===== config.mk =====
export PLATFORM = sky130hd
export DESIGN_NAME = fetch_unit
export DESIGN_NICKNAME = d
export VERILOG_FILES = /design/src/rtl/fetch_pkg.sv /design/src/rtl/fetch_perf.sv /design/src/rtl/fetch_unit.sv
export SDC_FILE = /design/constraint.sdc
export NUM_CORES = 1
export LEC_CHECK = 0
export ABC_CLOCK_PERIOD_IN_PS = 3300
export CORE_MARGIN = 2
export CORE_UTILIZATION = 45
export CTS_CLUSTER_DIAMETER = 120
export DETAILED_ROUTE_END_ITERATION = 16
export PLACE_DENSITY = 0.81
export SYNTH_ARGS = -nofsm -noshare
export SYNTH_HDL_FRONTEND = slang
export SYNTH_SLANG_ARGS = --single-unit

===== constraint.sdc =====
create_clock -name clk -period 3.3 [get_ports clk]
set_input_delay 0.33 -clock clk [delete_from_list [all_inputs] [get_ports clk]]
set_output_delay 0.33 -clock clk [all_outputs]
set_load 0.03 [all_outputs]

===== src/rtl/fetch_pkg.sv =====
// Shared types and constants for the instruction fetch stage.
package fetch_pkg;

  typedef enum logic [1:0] {
    S_REQ  = 2'd0,
    S_WAIT = 2'd1,
    S_HOLD = 2'd2,
    S_DROP = 2'd3
  } fetch_state_t;

  localparam logic [31:0] PC_STEP         = 32'd4;
  localparam logic [31:0] PC_R15_OFS      = 32'd8;
  localparam logic [31:0] WORD_ALIGN_MASK = 32'hFFFF_FFFC;

  function automatic logic [31:0] word_align(input logic [31:0] addr);
    return addr & WORD_ALIGN_MASK;
  endfunction

endpackage


===== src/rtl/fetch_perf.sv =====
// Fetch performance counters: accepted instructions, stall cycles, flushes.
// Only present when FETCH_PERF_CNT_EN is defined.
`ifdef FETCH_PERF_CNT_EN
module fetch_perf (
  input  logic        clk,
  input  logic        reset,
  input  logic        i_accept,
  input  logic        i_stall,
  input  logic        i_flush,
  output logic [31:0] o_fetched,
  output logic [31:0] o_stall,
  output logic [15:0] o_flush
);

  logic [31:0] r_fetched;
  logic [31:0] r_stall;
  logic [15:0] r_flush;

  // Free-running event counters; all wrap silently on overflow.
  always_ff @(posedge clk) begin
    if (reset) begin
      r_fetched <= 32'd0;
      r_stall   <= 32'd0;
      r_flush   <= 16'd0;
    end else begin
      if (i_accept) r_fetched <= r_fetched + 32'd1;
      if (i_stall)  r_stall   <= r_stall + 32'd1;
      if (i_flush)  r_flush   <= r_flush + 16'd1;
    end
  end

  assign o_fetched = r_fetched;
  assign o_stall   = r_stall;
  assign o_flush   = r_flush;

endmodule
`endif


===== src/rtl/fetch_unit.sv =====
// Instruction fetch stage: owns the PC, one outstanding imem request, holds the
// fetched word for decode. Define FETCH_PERF_CNT_EN to add perf counter outputs.
module fetch_unit
  import fetch_pkg::*;
#(
  parameter logic [31:0] RESET_PC = 32'h0000_0000
) (
  input  logic        clk,
  input  logic        reset,
  output logic        imem_req,
  output logic [31:0] imem_addr,
  input  logic        imem_gnt,
  input  logic        imem_rvalid,
  input  logic [31:0] imem_rdata,
  output logic [31:0] Instr,
  output logic        instr_valid,
  input  logic        instr_ready,
  input  logic        PCSrc,
  input  logic [31:0] branch_target,
  input  logic        flush,
  input  logic [31:0] flush_pc,
  output logic [31:0] pc_out,
  output logic [31:0] pc_plus8
`ifdef FETCH_PERF_CNT_EN
  ,
  output logic [31:0] perf_fetched,
  output logic [31:0] perf_stall,
  output logic [15:0] perf_flush
`endif
);

  fetch_state_t r_state;
  fetch_state_t w_state_nxt;
  logic [31:0]  r_pc;
  logic [31:0]  w_pc_nxt;
  logic         w_capture;
  logic [31:0]  r_instr;
  logic [31:0]  r_pc_out;
  logic [31:0]  r_pc_plus8;

  // State register.
  always_ff @(posedge clk) begin
    if (reset) begin
      r_state <= S_REQ;
    end else begin
      r_state <= w_state_nxt;
    end
  end

  // Next-state and next-PC; flush outranks every other event in every state.
  always_comb begin
    w_state_nxt = r_state;
    w_pc_nxt    = r_pc;
    w_capture   = 1'b0;
    case (r_state)
      S_REQ: begin
        if (flush) begin
          w_pc_nxt    = word_align(flush_pc);
          w_state_nxt = imem_gnt ? S_DROP : S_REQ;
        end else if (imem_gnt) begin
          w_state_nxt = S_WAIT;
        end else begin
          w_state_nxt = S_REQ;
        end
      end
      S_WAIT: begin
        if (flush) begin
          w_pc_nxt    = word_align(flush_pc);
          w_state_nxt = imem_rvalid ? S_REQ : S_DROP;
        end else if (imem_rvalid) begin
          w_capture   = 1'b1;
          w_state_nxt = S_HOLD;
        end else begin
          w_state_nxt = S_WAIT;
        end
      end
      S_HOLD: begin
        if (flush) begin
          w_pc_nxt    = word_align(flush_pc);
          w_state_nxt = S_REQ;
        end else if (instr_ready) begin
          w_pc_nxt    = PCSrc ? word_align(branch_target) : (r_pc + PC_STEP);
          w_state_nxt = S_REQ;
        end else begin
          w_state_nxt = S_HOLD;
        end
      end
      S_DROP: begin
        // Response of the discarded request is swallowed here.
        if (flush) begin
          w_pc_nxt    = word_align(flush_pc);
          w_state_nxt = imem_rvalid ? S_REQ : S_DROP;
        end else if (imem_rvalid) begin
          w_state_nxt = S_REQ;
        end else begin
          w_state_nxt = S_DROP;
        end
      end
      default: begin
        w_state_nxt = S_REQ;
      end
    endcase
  end

  // PC and held-instruction registers.
  always_ff @(posedge clk) begin
    if (reset) begin
      r_pc       <= RESET_PC;
      r_instr    <= 32'd0;
      r_pc_out   <= RESET_PC;
      r_pc_plus8 <= RESET_PC + PC_R15_OFS;
    end else begin
      r_pc <= w_pc_nxt;
      if (w_capture) begin
        r_instr    <= imem_rdata;
        r_pc_out   <= r_pc;
        r_pc_plus8 <= r_pc + PC_R15_OFS;
      end
    end
  end

  assign imem_req    = (r_state == S_REQ) && !reset;
  assign imem_addr   = r_pc;
  assign instr_valid = (r_state == S_HOLD);
  assign Instr       = r_instr;
  assign pc_out      = r_pc_out;
  assign pc_plus8    = r_pc_plus8;

`ifdef FETCH_PERF_CNT_EN
  logic w_accept;
  logic w_stall;
  logic w_flush_evt;

  assign w_accept    = (r_state == S_HOLD) && instr_ready && !flush;
  assign w_stall     = (r_state != S_HOLD);
  assign w_flush_evt = flush;

  fetch_perf u_perf (
    .clk       (clk),
    .reset     (reset),
    .i_accept  (w_accept),
    .i_stall   (w_stall),
    .i_flush   (w_flush_evt),
    .o_fetched (perf_fetched),
    .o_stall   (perf_stall),
    .o_flush   (perf_flush)
  );
`endif

endmodule


==> flow_summary.toml, run 1 <==
[status]
status = "finished clean"

[power_and_ir_drop]
switching_share = 0.2808
pwr-share-seq = 0.390
power.total_mw = 4.232
p_per_area_nw_per_um2 = 466.2
ir_worst_vdd_mv = 0.3146
combPwrFrac = 0.171
switchingPower_mw = 1.189
cellInternalPower_mw = 3.043
p_clk_frac = 0.439
power_leakage_nw = 3.119

[synth]
seq_area_frac_synth = 0.3966
ys_seq_elements = 123
synth_cell_types = 63
synth_flop_cell = "dfxtp_1"
yosysMostFrequentCell = "nand2_1"
syn_area_sq_um = 6208
avgSynthCellArea_sq_um = 7.712
synth-edff-count = 0
synthCells = 805
synth.top_cell.area_share = 0.3966
synth.area.top_cells = "dfxtp_1 (40%), nand2_1 (10%), a21oi_1 (8.0%)"
yosys_warnings = 0
ys_async_sr_fraction = 0
synthTopCellsByCount = "nand2_1 (168), dfxtp_1 (123), a21oi_1 (99)"
synth_top_area_cell = "dfxtp_1"

[setup_path]
required_ps = 3630
crit_chain = "buf_4 > ha_1 > nand4_1 > nor4_2 > nand3_1 > xor2_1 > a221oi_1"
critPathMaxFanout = 8
crit_path_start_kind = "flip-flop"
cp.arrival_ps = 2890
critical_path.endpoint_type = "flip-flop"
path_class = "reg2reg"
slowest_stage = "nor4_2"
slowest_delay_ps = 660

[floorplan]
core_sq_um = 13350
die_height_microns = 121.5
initial_core_util = 0.4651
die_w_microns = 121.5
dieArea_sq_um = 14750
rows = 42
ioPinCount = 233

[timing]
max_slew_margin = 0.4318
fmax_mhz = 389.9
finalSetupViolations = 0
finalCritPeriodShare = 0.7772
rsz0062_at_grt = "false"
tightest_slew_ps = 845.3
clock_skew_ps = 9.568
period_needed_ps = 2565
hold_viol = 0
fin_tns_setup_ps = 0
slew_viol_final = 0

[drt]
drc = 0
routed_wl_mm = 21.02
via_per_inst = 5.639
dr.pass1.iters = 5
antenna_left = 0
drt_iter0_drc = 690
wl_per_cell_microns = 17.81
vias = 6654

[finish]
drive_gt1_frac = 0.07669
antenna_cells = 0
nets = 1099
area_growth_pct = 46.21

[grt]
grt_max_degree = 72
grt_pass1_wl_mm = 32.96
first_global_vias = 6356
overflow = 0
antenna_found_initial = 0
grt_usage = 0.2877

[clocking]
tritoncts = "yes"
cts_buffers = 17
cts_max_path_buffers = 2
cts_resized = 0
insertion_delay_ps = 430
htree_levels = 4
cts_sinks = 123
cts.reportedPaths.clkPinSlew_ps = 50
postCtsSetupBuffers = 0
cts_root_buf = "clkbuf_16"
cts_hold_buf = 0

[placement]
globalplace.congestion = 0.9120
place_hpwl_mm = 14.66
port_buffers = 222

[run]
cap_viol_max_count = 0

[worst_hold_path]
hold_path.class = "in2reg"
## layout by cell type, fill, tap and decap left out, drive strengths merged, types with 5 or more instances in the layout
cell type      netlist  final
o211ai               5      5
mux2i                5      5
buf                 33     25
nand3               26     26
nor4                 9      9
xor2                25     25
clkbuf              51     22
nor2                63     63
inv                  8      9
nand2              168    168
clkdlybuf4s50        0    221
nand2b               7      7
ha                   5      5
conb                 1      6
a21oi               99     99
xnor2               13     13
nand4               16     16
and3                 7      7
a211oi              34     34
o21a                 7      7
dfxtp              123    123
nor3                 9      9
o21ai               28     28
a221oi               5      5
and4                 5      5
## critical path, delay by kind of cell (launching register included)
family,cells,cell delay [ps]
simple gates,3,1070
fa+ha+maj,1,380
flops,1,350
compound gates,1,290
xor+xnor,1,190
buf+inv,1,180
## sequential cells by signal, summed over array words and instances (netlist names)
name,flops
pc_out,30
Instr,32
r_state,2
imem_addr,30
pc_plus8,29
## power by group through the flow
stage | clock network [mW] | logic [mW] | registers, mW
6_report | 1.86 | 0.723 | 1.65
5_1_grt | 1.95 | 0.772 | 1.66
4_1_cts | 1.87 | 0.718 | 1.65
3_5_place_dp | 0 | 0.714 | 1.68
3_3_place_gp | 0 | 0.709 | 1.68
2_1_floorplan | 0 | 0.324 | 1.73
## routing by layer
| metal | track usage | vias up | routed length, microns |
|---|---|---|---|
| met1 | 0.3586 | 3067 | 8311 |
| met4 | 0.1056 | 0 | 523 |
| li1 | - | 3172 | - |
| met5 | 0 | - | 0 |
| met2 | 0.4659 | 362 | 9901 |
| met3 | 0.09117 | 53 | 2284 |
## per-stage QoR
step	util	instances	setup WS [ps]	area, sq um	hold WS [ps]
4_1_cts	0.6801	1180	830.0	9077	363.2
5_1_grt	0.6801	1180	598.8	9077	386.6
3_3_place_gp	0.6359	1148	729.8	8488	440.7
2_1_floorplan	-	810	743.5	6227	466.0
3_5_place_dp	0.6359	1148	669.3	8488	445.5
6_report	0.6801	1180	735.2	9077	369.4
## logic make-up after synthesis
kind of cell,after synthesis,share of synthesized area
compound gates,212,0.2128
simple gates,329,0.2523
buf+inv,92,0.06590
mux,5,0.008062
other cells,1,0.0006040
flops,123,0.3966
xor+xnor,38,0.05361
fa+ha+maj,5,0.01008
## layout make-up
cell class | count | area, sq um
fill | 1157 | 4270
sequential | 123 | 2462
clock inverter | 10 | 115.1
timing repair buffer | 246 | 2412
tap | 176 | 220.2
clock buffer | 22 | 474.2
inverter | 8 | 30.03
multi-input combinational | 595 | 3363
## worst paths after layout
path / from / end / slack [ps] / cells past startpoint
worst min register to register: pc_out[11]$_SDFFE_PP0P_ / pc_out[11]$_SDFFE_PP0P_ / 450 / 2
worst min-delay path: reset / imem_addr[12]$_SDFFE_PP0P_ / 370 / 2
worst max-delay path: imem_addr[3]$_SDFFE_PP0P_ / imem_addr[23]$_SDFFE_PP0P_ / 740 / 7
worst max register to register: imem_addr[3]$_SDFFE_PP0P_ / imem_addr[23]$_SDFFE_PP0P_ / 740 / 7
Note: power is estimated with default switching activity, not from simulation.
==> run 2, diff against run 1 <==
Settings changed: ABC_CLOCK_PERIOD_IN_PS 3300 to 2200, CORE_UTILIZATION 45 to 40, PLACE_DENSITY 0.81 to 0.76.
Clock period 3.3 ns to 2.2 ns, I/O delays scaled along.
==> run 2 against run 1 <==
  * Final area rose by 3.3%
  * Worst hold slack got worse by 210 ps
  * Sequential power rose by 48%
  * Flip-flop and latch count unchanged
  * Sequential share of layout area fell by 0.83 points
  * Highest routed layer unchanged
  * Worst setup slack lost 600 ps
  * Via count up 0.33%
  * Combinational power grew 62%
  * Routed wire length increased by 2.9%
  * Clock skew down 2.5 ps
  * Clock-buffer cell count decreased by 5
  * Largest power group unchanged
  * Global-route usage shrank 2.7 points
==> flow_summary.toml, run 2 (synthesized netlist as in run 1, its figures left out) <==
[setup_path]
critPathMaxFanout = 12
slowest_delay_ps = 710
cp.arrival_ps = 1840
r2r_cells = 6
required_ps = 1980
endpoint = "imem_req"
rrSetupSlack_ps = 150
critical_path.endpoint_type = "primary output"
crit_chain = "nor3_1 > clkdlybuf4s50_1"
crit_path_start_kind = "flip-flop"
path_class = "reg2out"
r2r-end = "imem_addr[27]$_SDFFE_PP0P_"
worstReg2RegStart = "imem_addr[18]$_SDFFE_PP0P_"
cp-startpoint = "r_state[1]$_SDFF_PP0_"
slowest_stage = "clkdlybuf4s50_1"

[timing]
fin_tns_setup_ps = 0
finalCritPeriodShare = 0.9372
hold_viol = 0
clock_skew_ps = 7.073
period_needed_ps = 2062
max_slew_margin = 0.5262
tightest_slew_ps = 710.7
rsz0062_at_grt = "true"
fmax_mhz = 485.0
slew_viol_final = 0
finalSetupViolations = 0

[placement]
globalplace.congestion = 0.9661
post_dp_cell_area_sq_um = 8780
port_buffers = 222
place_hpwl_mm = 15.77

[status]
status = "finished clean"

[floorplan]
dieArea_sq_um = 16530
initial_core_util = 0.4084
core_sq_um = 15200
ioPinCount = 233
rows = 45
die_height_microns = 128.6
die_w_microns = 128.6

[clocking]
cts_hold_buf = 0
cts.reportedPaths.clkPinSlew_ps = 60
cts_root_buf = "clkbuf_16"
htree_levels = 4
insertion_delay_ps = 420
postCtsSetupBuffers = 0
cts_sinks = 123
tritoncts = "yes"
cts_buffers = 17
cts_max_path_buffers = 2

[drt]
drt_iter0_drc = 431
drc = 0
vias = 6676
wl_per_cell_microns = 17.64
via_per_inst = 5.445
antenna_left = 0
dr.pass1.iters = 5
routed_wl_mm = 21.63

[grt]
antenna_found_initial = 0
overflow = 0
grt_max_degree = 68
grt_pass1_wl_mm = 33.44
grt_usage = 0.2603
first_global_vias = 6199

[power_and_ir_drop]
p_per_area_nw_per_um2 = 690.4
ir_worst_vdd_mv = 0.5624
power_leakage_nw = 3.314

[finish]
drive_gt1_frac = 0.1118
antenna_cells = 0
final_area_sq_um = 9379
layout_commonest_cell = "clkdlybuf4s50_1"
area_growth_pct = 51.07
largest_register_ffs = 32
final_cell_mix = "clkdlybuf4s50_1 (220), nand2_1 (168), dfxtp_1 (120)"
nets = 1134

[run]
cap_viol_max_count = 0

[worst_hold_path]
hold_path.class = "in2reg"
==> run 2: where the power goes <==
group | internal (mW) | leakage [nW] | switching, mW | total, mW
Combinational | 0.532 | 2.02 | 0.642 | 1.17
Sequential | 2.32 | 1.00 | 0.114 | 2.44
Clock | 1.78 | 0.289 | 1.08 | 2.86
==> run 2: layout make-up <==
| class | count | area [sq um] |
|---|---|---|
| multi-input combinational | 595 | 3363 |
| clock inverter | 14 | 172.7 |
| clock buffer | 17 | 425.4 |
| inverter | 8 | 30.03 |
| fill | 1361 | 5823 |
| timing repair buffer | 281 | 2686 |
| tap | 188 | 235.2 |
| sequential | 123 | 2466 |
==> run 2: worst min path at each step <==
stage / slack [ps] / end / depth (start not counted) / start
global placement: 440 / Instr[31]$_SDFFE_PP0P_ / 2 / Instr[31]$_SDFFE_PP0P_
detailed placement: 450 / Instr[6]$_SDFFE_PP0P_ / 2 / Instr[6]$_SDFFE_PP0P_
CTS: 170 / imem_addr[12]$_SDFFE_PP0P_ / 2 / reset
global route: 170 / imem_addr[12]$_SDFFE_PP0P_ / 2 / reset
finish: 160 / imem_addr[12]$_SDFFE_PP0P_ / 2 / reset
floorplan: 360 / Instr[0]$_SDFFE_PP0P_ / 2 / imem_rdata[0]
==> run 2: worst max-delay path: cells and delay by family (launching register included) <==
family                 cells  cell delay [ps]
buffers and inverters      1              710
AND/OR/NAND/NOR            1              280
flip-flops                 1              430
==> run 2: what timing repair did <==
action / in CTS / in global routing
cloned: 0 / 0
gates resized for setup: 1 / 2
setup endpoints to repair: 1 / 2
==> run 2: through the flow <==
| stage | cells | worst slack, ps | power (mW) | utilization | hold slack (ps) |
|---|---|---|---|---|---|
| finish | 1226 | 138.1 | 6.475 | 0.6170 | 162.8 |
| global route | 1226 | -14.02 | 6.709 | 0.6170 | 170.7 |
| CTS | 1226 | 129.5 | 6.495 | 0.6168 | 166.1 |
| detailed placement | 1195 | 113.7 | 3.649 | 0.5775 | 445.3 |
| global placement | 1195 | 157.0 | 3.637 | 0.5775 | 441.2 |
| floorplan | 810 | 54.17 | 3.088 | - | 356.0 |
==> run 2: layer usage <==
| layer | up-vias | routed length (microns) | global-route usage |
|---|---|---|---|
| met5 | - | 0 | 0 |
| met2 | 316 | 10090 | 0.4093 |
| met1 | 3073 | 9065 | 0.3408 |
| met4 | 0 | 544 | 0.1036 |
| met3 | 50 | 1922 | 0.07110 |
| li1 | 3237 | - | - |
